[src/rtl/half_normalize.sv]
// half_normalize: post-add normalize/round stage producing a packed binary16 result.
// Ports:
//   clk, nrst        rising-edge clock, asynchronous active-low reset
//   enable           start request, sampled only while idle
//   in_sign/in_expo  sign and biased exponent of the raw sum
//   in_mant          {carry, hidden, fraction[9:0]} of the raw sum
//   in_guard/in_round/in_sticky  extra precision bits below the fraction
//   out              packed {sign, expo, frac}, held until the next result
//   done             one-cycle pulse when out is updated
//   busy             high while an operation is in flight
module half_normalize #(
  parameter int EXP_W  = 5,
  parameter int FRAC_W = 10
) (
  input  logic                    clk,
  input  logic                    nrst,
  input  logic                    enable,
  input  logic                    in_sign,
  input  logic [EXP_W-1:0]        in_expo,
  input  logic [FRAC_W+1:0]       in_mant,
  input  logic                    in_guard,
  input  logic                    in_round,
  input  logic                    in_sticky,
  output logic [EXP_W+FRAC_W:0]   out,
  output logic                    done,
  output logic                    busy
);
  typedef enum logic [2:0] {IDLE, SHIFT_R, SHIFT_L, ROUND, DONE} state_t;
  // one spare exponent bit so the all-ones and <=1 checks never wrap
  localparam logic [EXP_W:0] E_MAX = {1'b0, {EXP_W{1'b1}}};
  localparam logic [EXP_W:0] E_ONE = {{EXP_W{1'b0}}, 1'b1};
  state_t state, state_nx;
  logic s, s_nx, g, g_nx, r, r_nx, st, st_nx, inc;
  logic [EXP_W:0] e, e_nx, e_inc;
  logic [FRAC_W+1:0] m, m_nx, sum;
  logic [EXP_W+FRAC_W:0] out_nx, inf_word;
  assign busy = state != IDLE;
  assign done = state == DONE;
  assign e_inc = e + E_ONE;
  assign inf_word = {s, {EXP_W{1'b1}}, {FRAC_W{1'b0}}};
  // round-to-nearest-even on the hidden bit plus fraction; sum[FRAC_W+1] is the rounding carry
  assign inc = g & (r | st | m[0]);
  assign sum = {1'b0, m[FRAC_W:0]} + {{(FRAC_W+1){1'b0}}, inc};
  always_comb begin
    state_nx = state;
    s_nx = s;
    e_nx = e;
    m_nx = m;
    g_nx = g;
    r_nx = r;
    st_nx = st;
    out_nx = out;
    case (state)
      IDLE: if (enable) begin
        s_nx = in_sign;
        e_nx = {1'b0, in_expo};
        m_nx = in_mant;
        g_nx = in_guard;
        r_nx = in_round;
        st_nx = in_sticky;
        if (in_expo == {EXP_W{1'b1}}) begin
          out_nx = {in_sign, {EXP_W{1'b1}}, in_mant[FRAC_W-1:0]};
          state_nx = DONE;
        end else if (in_mant == '0 && !(in_guard | in_round | in_sticky)) begin
          out_nx = '0;
          state_nx = DONE;
        end else begin
          state_nx = in_mant[FRAC_W+1] ? SHIFT_R : in_mant[FRAC_W] ? ROUND : SHIFT_L;
        end
      end
      SHIFT_R: begin
        st_nx = st | r;
        r_nx = g;
        g_nx = m[0];
        m_nx = m >> 1;
        e_nx = e_inc;
        out_nx = (e_inc == E_MAX) ? inf_word : out;
        state_nx = (e_inc == E_MAX) ? DONE : ROUND;
      end
      SHIFT_L: if (e <= E_ONE) begin
        // flush to zero instead of producing a subnormal
        out_nx = {s, {(EXP_W+FRAC_W){1'b0}}};
        state_nx = DONE;
      end else begin
        m_nx = {m[FRAC_W:0], g};
        g_nx = r;
        r_nx = 1'b0;
        e_nx = e - E_ONE;
        state_nx = m[FRAC_W-1] ? ROUND : SHIFT_L;
      end
      ROUND: begin
        m_nx = sum;
        e_nx = sum[FRAC_W+1] ? e_inc : e;
        out_nx = !sum[FRAC_W+1] ? {s, e[EXP_W-1:0], sum[FRAC_W-1:0]} :
                 (e_inc == E_MAX) ? inf_word : {s, e_inc[EXP_W-1:0], {FRAC_W{1'b0}}};
        state_nx = DONE;
      end
      DONE: state_nx = IDLE;
      default: state_nx = IDLE;
    endcase
  end
  always_ff @(posedge clk or negedge nrst) begin
    if (!nrst) begin
      state <= IDLE;
      s <= 1'b0;
      e <= '0;
      m <= '0;
      g <= 1'b0;
      r <= 1'b0;
      st <= 1'b0;
      out <= '0;
    end else begin
      state <= state_nx;
      s <= s_nx;
      e <= e_nx;
      m <= m_nx;
      g <= g_nx;
      r <= r_nx;
      st <= st_nx;
      out <= out_nx;
    end
  end
endmodule

[config.mk]
export PLATFORM = sky130hd
export DESIGN_NAME = half_normalize
export DESIGN_NICKNAME = d
export VERILOG_FILES = /design/src/rtl/half_normalize.sv
export SDC_FILE = /design/constraint.sdc
export NUM_CORES = 1
export LEC_CHECK = 0
export CAP_MARGIN = 40
export CORE_AREA = 10 10 114 65
export DETAILED_ROUTE_END_ITERATION = 8
export DIE_AREA = 0 0 124 75
export PLACE_DENSITY = 0.78
export SLEW_MARGIN = 0
export SYNTH_ARGS = -nofsm -noshare
export SYNTH_HDL_FRONTEND = slang
export SYNTH_SLANG_ARGS = --single-unit
[constraint.sdc]
create_clock -name clk -period 3.1 [get_ports clk]
set_input_delay 0.62 -clock clk [delete_from_list [all_inputs] [get_ports clk]]
set_output_delay 0.62 -clock clk [all_outputs]
set_load 0.01 [all_outputs]
After elaboration in Yosys (flattened, before gate mapping) --
Cells that the tools add are included.
Word-level totals: flip-flop bits (word level) 41, bits of input ports 24, output and inout port bits 18, word-level logic and storage cells 75
Operators by class: add/sub/neg operators 3, order comparisons 1, eq/ne operators 12, multiplexer cells 32, bitwise operators 5, reductions and logical operators 14
Operator list (count):
- 16-bit two-way mux | 5
- 16-bit case mux with 4 select lines | 1
- 12-bit case mux with 4 select lines | 1
- 15-bit two-way mux | 2
- 12-bit two-way mux | 2
- 6-bit case mux with 4 select lines | 1
- 6-bit two-way mux | 3
- 3-bit two-way mux | 5
- 11-bit by 1-bit adder with 12-bit output | 1
- 12-bit logical NOT | 1
- 3-bit case mux with 4 select lines | 1
- 2-bit inequality test (second input constant) | 5
- 1-bit two-way mux | 7
- 6-bit by 1-bit adder with 6-bit output (second input constant) | 1
- 3-bit by 2-bit == test with 1-bit output (second input constant) | 2
- 6-bit by 5-bit == test with 1-bit output (second input constant) | 1
- 6-bit by 1-bit less-or-equal comparator with 1-bit output (second input constant) | 1
- 1-bit case mux with 3 select lines | 2
- 3-bit AND reduction | 2
- 3-bit nonzero test | 2
- 6-bit by 1-bit subtractor with 6-bit output (second input constant) | 1
- 5-bit == test (second input constant) | 1
- 5-bit AND reduction | 1
- 1-bit OR | 4
- other kinds (13) | 14

Logic depth before layout (Yosys ltp) --
Gate-level depths: netlist (run 1).
depth after elaboration 8, gate-level depth with buffers 9, gate-level depth less buffers 7

Worst setup path before layout (run 1) --
OpenSTA, ideal clock, no wires.
path kind register to register, start point reg e[0], end point reg out[1], setup time 0.127 ns, arrival 2.107 ns, data required time 2.973 ns, path slack 0.865 ns, stages on the path, launching flop included 10, buffers on the path 2, clock period less this slack 2.235 ns, cell sequence dfrtp_1 inv_1 ha_1 or2_2 a21oi_1 a311oi_1 and2_1 buf_4 buf_6 mux2_1
On the way: cells in the longest elaborated chain, start to end 4, elaborated cells on any way between the ends 6, those cells by class add/sub (1); order compare (1); eq/ne (3); reduce/logical (1)
RTL lines:
- from (decl) | line 34 | logic [EXP_W:0] e, e_nx, e_inc;
- from (signal assigned) | line 115 | e <= e_nx;
- 6-bit by 1-bit adder with 6-bit output | line 39 | assign e_inc = e + E_ONE;
- 6-bit by 5-bit == test with 1-bit output | line 77 | out_nx = (e_inc == E_MAX) ? inf_word : out;
- 2-bit inequality test (no source line)
- 5-bit AND reduction (no source line) *
- to (signal assigned) | line 120 | out <= out_nx;
- to (decl) | line 24 | output logic [EXP_W+FRAC_W:0] out,
Every way passes the cells marked *; elsewhere a longest branch is shown, timed or not. A chain may end at the register's enable or synchronous reset.

Final worst setup path (run 1) --
start point in in_mant[1], end point reg out[6]
On the way: cells in the longest elaborated chain, start to end 4
RTL lines:
- from (decl) | line 20 | input logic [FRAC_W+1:0] in_mant,
- 12-bit logical NOT | line 64 | end else if (in_mant == '0 && !(in_guard | in_round | in_sticky)) begin
- 1-bit logical AND | line 64
- 3-bit inequality test (no source line)
- 5-bit AND reduction (no source line)
Every way passes these cells.

==> metrics.cfg, run 1 <==
[pwr]
seq_power_share=0.339
power.density_nw_per_um2=960
internal_power_w=0.00181
p_sw_w=0.00150
p_clk_frac=0.104
swShare=0.454
power_frac_comb=0.557
p_leak_nw=1.38
irDropWorstVdd_uv=420

[yosys]
synth-seq-cells=41
synthAdderAreaFrac=0.0218
postSynthAreaPerCell_um2=8.61
synth_top_family_by_area=compound AO/OA/AOI/OAI gates
synth_cell_types=62
synth-xor-area-share=0.0336
yosysWarnings=0
mappedNetlistArea_um2=2870
ys.flop_type=dfrtp_1
yosysSeqAreaShare=0.358
synth_cells=333
synth-simple-area-share=0.195
synth_edf_count=0
synth_compound_area_frac=0.253
synthMuxAreaShare=0.0768
synth_async_sr_flop_share=1.00
synth_fp_nets=362

[sta]
hold_violations=0
timing.slew.headroom=0.571
setup_violations=0
tns_ns=0
rsz0062_at_grt=false
fin_skew_ns=0.0140
whs_ns=0.282
fin_crit_sh=0.874
max_freq_ghz=0.369
slew_viol_final=0
worstMarginPinSlew_ns=0.642
setup_ws_ns=0.391
min_period_ns=2.71

[global_route]
grt_max_degree=23
antenna_found_initial=0
grt_pass1_vias=2808
grt_usage=0.181
overflow=0
grt_pass1_wl_mm=13.6

[detailed_routing]
ant_nets=0
wl_per_cell_um=18.4
drt_first_pass_iters=5
wirelength_mm=8.10
drt_iter0_drc=271
vias_per_cell=6.35
vias=2794
drc_errors=0

[status]
outcome=complete, no violations

[cts]
insertion_delay_ns=0.30
cts_root_buf=clkbuf_8
path_clk_slew_ns=0.09
cts_hold_buf=0
h-tree-depth=2
clockBufferDepth=2
postCtsSetupRepairBufs=0
cts-buffers-inserted=5
tritoncts=yes
clkSinkCount=41
ctsResizeCount=0

[floorplanning]
die_h_um=75
core_um2=5350
die_w_um=124
ios=42
die-area_um2=9300
rows=19
initial_core_util=0.536

[critical_path]
critPathCaptureType=flip-flop
reg2reg_from=state[1]
critPathLaunch=in_mant[1]
crit_end=out[6]
path_class=input pin to flip-flop
timing.rr.end=out[6]
crit_chain=clkdlybuf4s50_1 -> nor4_1 -> nand4_1 -> a311oi_1 -> and2_1 -> buf_12 -> mux2_2
arrival_ns=2.88
reg2regPathDepth=6
worstPathRequired_ns=3.28
crit_path_max_incr_delay_ns=0.47
slowest_stage=nor4_1
r2r_slack_ns=0.64
worstSetupStartpointType=input pin
crit_fanout=17

[cells_and_area]
multi_input_area_um2=1660
layout-drive-gt1-share=0.114
fin_nets=395
n_fill_cell=450
finish.utilization=0.645
area_delta_synth_final_pct=20.2
antenna_cells=0
seq_area_um2=1030
layoutNonFillerInstCount=440

[run]
drv_cap=0

[place]
dp_slack_ns=0.128
dp.cells=432
hpwlAfterDp_mm=6.08
portBuffers=41
gp_congestion=0.933

[worst_hold_path]
hold_path.class=input pin to asynchronous set/reset pin

[metal layers]
metal	global-route usage	share of wire	wire length [um]	vias up
met2	0.293	0.47	3800	155
met4	0.0761	0.015	120	0
met1	0.227	0.42	3410	1342
met3	0.0478	0.096	777	12
met5	0	0	0	-
li1	-	-	-	1285
[sequential cells by signal, summed over array words and instances, names as in the netlist]
name	count
m	12
g	1
s	1
state	3
st	1
e	6
r	1
out	16
[metrics by stage]
| stage | power, W | area, um^2 |
|---|---|---|
| after floorplan | 0.00235 | 2870 |
| after global placement | 0.00286 | 3330 |
| after detailed placement | 0.00294 | 3370 |
| after CTS | 0.00330 | 3450 |
| after global routing | 0.00358 | 3450 |
| final | 0.00331 | 3450 |
[final cells by class]
cell class	instances	share of cell area
clock inverter	2	0.00290
multi-input combinational	252	0.483
sequential	41	0.298
timing repair buffer	55	0.157
tap	73	0.0265
clock buffer	6	0.0210
inverter	11	0.0120
[power groups by stage]
stage	combinational (W)	clock, W	sequential, W
after floorplan	0.00139	0	0.000954
after global placement	0.00175	0	0.00111
after detailed placement	0.00182	0	0.00112
after CTS	0.00183	0.000357	0.00111
after global routing	0.00204	0.000381	0.00116
final	0.00184	0.000344	0.00112
[worst max-delay path, delay by kind of cell]
family                 cells  cell delay [ns]
multiplexers               1             0.34
buffers and inverters      2             0.62
AO/OA/AOI/OAI              1             0.40
AND/OR/NAND/NOR            3             0.89
[logic make-up (layout without fill, tap and decap cells)]
kind of cell | Yosys count | count (layout)
flip-flops | 41 | 41
XOR/XNOR | 11 | 11
multiplexers | 20 | 20
adder cells (fa/ha/maj) | 5 | 5
AND/OR/NAND/NOR | 108 | 108
buffers and inverters | 40 | 74
AO/OA/AOI/OAI | 108 | 108
[worst min-delay path by stage]
stage                 from      to  slack (ns)  depth (start not counted)
global placement     m[11]   m[11]        0.47                          2
detailed placement  out[4]  out[4]        0.48                          1
finish                nrst   m[11]        0.28                          1
global route          nrst    m[0]        0.30                          1
CTS                   nrst    m[0]        0.29                          1
floorplan             nrst    e[0]        0.32                          0
[synth_stat cells (all sizes together), types with 2 or more instances]
| cell type | instances | area share |
|---|---|---|
| and2 | 4 | 0.0087 |
| a22o | 4 | 0.012 |
| o21ai | 27 | 0.047 |
| mux2 | 16 | 0.063 |
| inv | 11 | 0.014 |
| clkbuf | 14 | 0.018 |
| o211ai | 2 | 0.0052 |
| o22a | 4 | 0.012 |
| a2bb2oi | 3 | 0.0092 |
| ha | 5 | 0.022 |
| or4 | 3 | 0.0079 |
| nand2 | 27 | 0.035 |
| nor3b | 2 | 0.0052 |
| nor2 | 25 | 0.033 |
| xor2 | 6 | 0.018 |
| xnor2 | 5 | 0.015 |
| or3 | 4 | 0.0087 |
| buf | 15 | 0.029 |
| a21oi | 22 | 0.038 |
| nand3 | 5 | 0.0087 |
| a211oi | 2 | 0.0052 |
| or2 | 3 | 0.0065 |
| a22oi | 11 | 0.029 |
| o221a | 2 | 0.0079 |
| mux2i | 4 | 0.014 |
| dfrtp | 41 | 0.36 |
| nor3 | 10 | 0.017 |
| a311oi | 2 | 0.0061 |
| nand4 | 4 | 0.014 |
| o2bb2ai | 3 | 0.0092 |
| nor4 | 6 | 0.015 |
| o22ai | 9 | 0.020 |
| nor2b | 4 | 0.0087 |
| a31oi | 2 | 0.0044 |
| nand2b | 7 | 0.015 |
[cell usage in the layout, fill, tap and decap left out, drive strengths merged, types with 3 or more instances in the layout]
master / netlist / final
buf: 15 / 15
nand2: 27 / 27
xor2: 6 / 6
nand4: 4 / 4
a2bb2oi: 3 / 3
and2: 4 / 4
nor3: 10 / 10
mux2: 16 / 16
ha: 5 / 5
o2bb2ai: 3 / 3
nor2: 25 / 25
xnor2: 5 / 5
nor4: 6 / 6
dfrtp: 41 / 41
inv: 11 / 11
o22ai: 9 / 9
nand2b: 7 / 7
or2: 3 / 3
a21oi: 22 / 22
or3: 4 / 4
nand3: 5 / 5
o22a: 4 / 4
mux2i: 4 / 4
o21ai: 27 / 27
a22oi: 11 / 11
clkdlybuf4s50: 0 / 40
nor2b: 4 / 4
or4: 3 / 3
clkbuf: 14 / 6
a22o: 4 / 4
(Power assumes the default switching activity.)
==> run 2, diff against run 1 <==
- CAP_MARGIN: 40 -> unset
==> metrics.cfg, run 2 (synthesis results as in run 1) <==
[sta]
slew_viol_final=0
whs_ns=0.452
timing.slew.headroom=0.300
fin_crit_sh=0.879
tns_ns=0
rsz0062_at_grt=false
fin_skew_ns=0.0141
setup_ws_ns=0.376
min_period_ns=2.72
max_freq_ghz=0.367
hold_violations=0
worstMarginPinSlew_ns=1.05
setup_violations=0

[floorplanning]
rows=19
core_um2=5350
ios=42
die_w_um=124
die_h_um=75
die-area_um2=9300
initial_core_util=0.536

[cells_and_area]
regMostFlops=out
final_common_cell=dfrtp_1
largest_reg_flops=16
layout-drive-gt1-share=0.107
layout_common_cells=dfrtp_1, clkdlybuf4s50_1, nand2_1, o21ai_0, nor2_1
area_delta_synth_final_pct=19.2
antenna_cells=0
reg_top3=out: 16 flops, m: 12 flops, e: 6 flops
fin_nets=393
finish.utilization=0.639

[global_route]
antenna_found_initial=0
overflow=0
grt_usage=0.173
grt_max_degree=42
grt_pass1_wl_mm=12.9
grt_pass1_vias=2629

[status]
outcome=complete, no violations

[critical_path]
arrival_ns=2.90
r2r_slack_ns=0.56
worstPathRequired_ns=3.28
worstSetupStartpointType=input pin
reg2regPathDepth=4
critPathCaptureType=flip-flop
path_class=input pin to flip-flop
crit_fanout=17

[pwr]
irDropWorstVdd_uv=396
total_power_w=0.00330
p_leak_nw=1.36
power.density_nw_per_um2=964

[run]
drv_cap=0

[cts]
path_clk_slew_ns=0.08
insertion_delay_ns=0.30
h-tree-depth=2
ctsResizeCount=0
cts-buffers-inserted=5
tritoncts=yes
clockBufferDepth=2
postCtsSetupRepairBufs=0
cts_root_buf=clkbuf_8
cts_hold_buf=0
clkSinkCount=41

[detailed_routing]
vias=2734
wirelength_mm=7.87
drt_first_pass_iters=5
ant_nets=0
vias_per_cell=6.26
drt_iter0_drc=241
drc_errors=0
wl_per_cell_um=18.0

[place]
dp_slack_ns=0.120
hpwlAfterDp_mm=5.85
portBuffers=41
gp_congestion=0.933

[worst_hold_path]
hold_path.class=input pin to asynchronous set/reset pin

-- run 2: area by class of cell --
class / count / area, um^2
inverter: 11 / 41.3
fill: 435 / 1930
tap: 73 / 91.3
timing repair buffer: 53 / 508
clock buffer: 7 / 86.3
sequential: 41 / 1030
multi-input combinational: 252 / 1660
-- run 2: final timing paths --
| kind | from | endpoint |
|---|---|---|
| max in group asynchronous | nrst | out[10] |
| min in group clk | out[4] | out[4] |
| max | in_mant[1] | out[6] |
| min | nrst | m[1] |
| max reg2reg | state[1] | g |
| min reg2reg | out[4] | out[4] |
-- run 2: critical path, cell delays in order --
cell and delay [ns]:
clkdlybuf4s50_1 0.46, nor4_1 0.48, nand4_1 0.20, a311oi_1 0.40, and2_1 0.23, buf_12 0.16
mux2_2 0.34
-- run 2: where the power goes --
part	internal, W	switching (W)
clock	0.000177	0.000179
combinational	0.000878	0.000938
sequential	0.000766	0.000357
-- run 2: routing by layer --
metal | wire [um] | global-route usage | share of wire | up-vias
met5 | 0 | 0 | 0 | -
met1 | 3450 | 0.223 | 0.44 | 1297
met2 | 3620 | 0.278 | 0.46 | 138
met4 | 144 | 0.0761 | 0.018 | 0
li1 | - | - | - | 1284
met3 | 658 | 0.0358 | 0.084 | 15
-- run 2: per-stage QoR --
step | area (um^2) | instances
5_1_grt | 3420 | 437
3_3_place_gp | 3330 | 430
3_5_place_dp | 3330 | 430
4_1_cts | 3420 | 437
2_1_floorplan | 2870 | 333
6_report | 3420 | 437
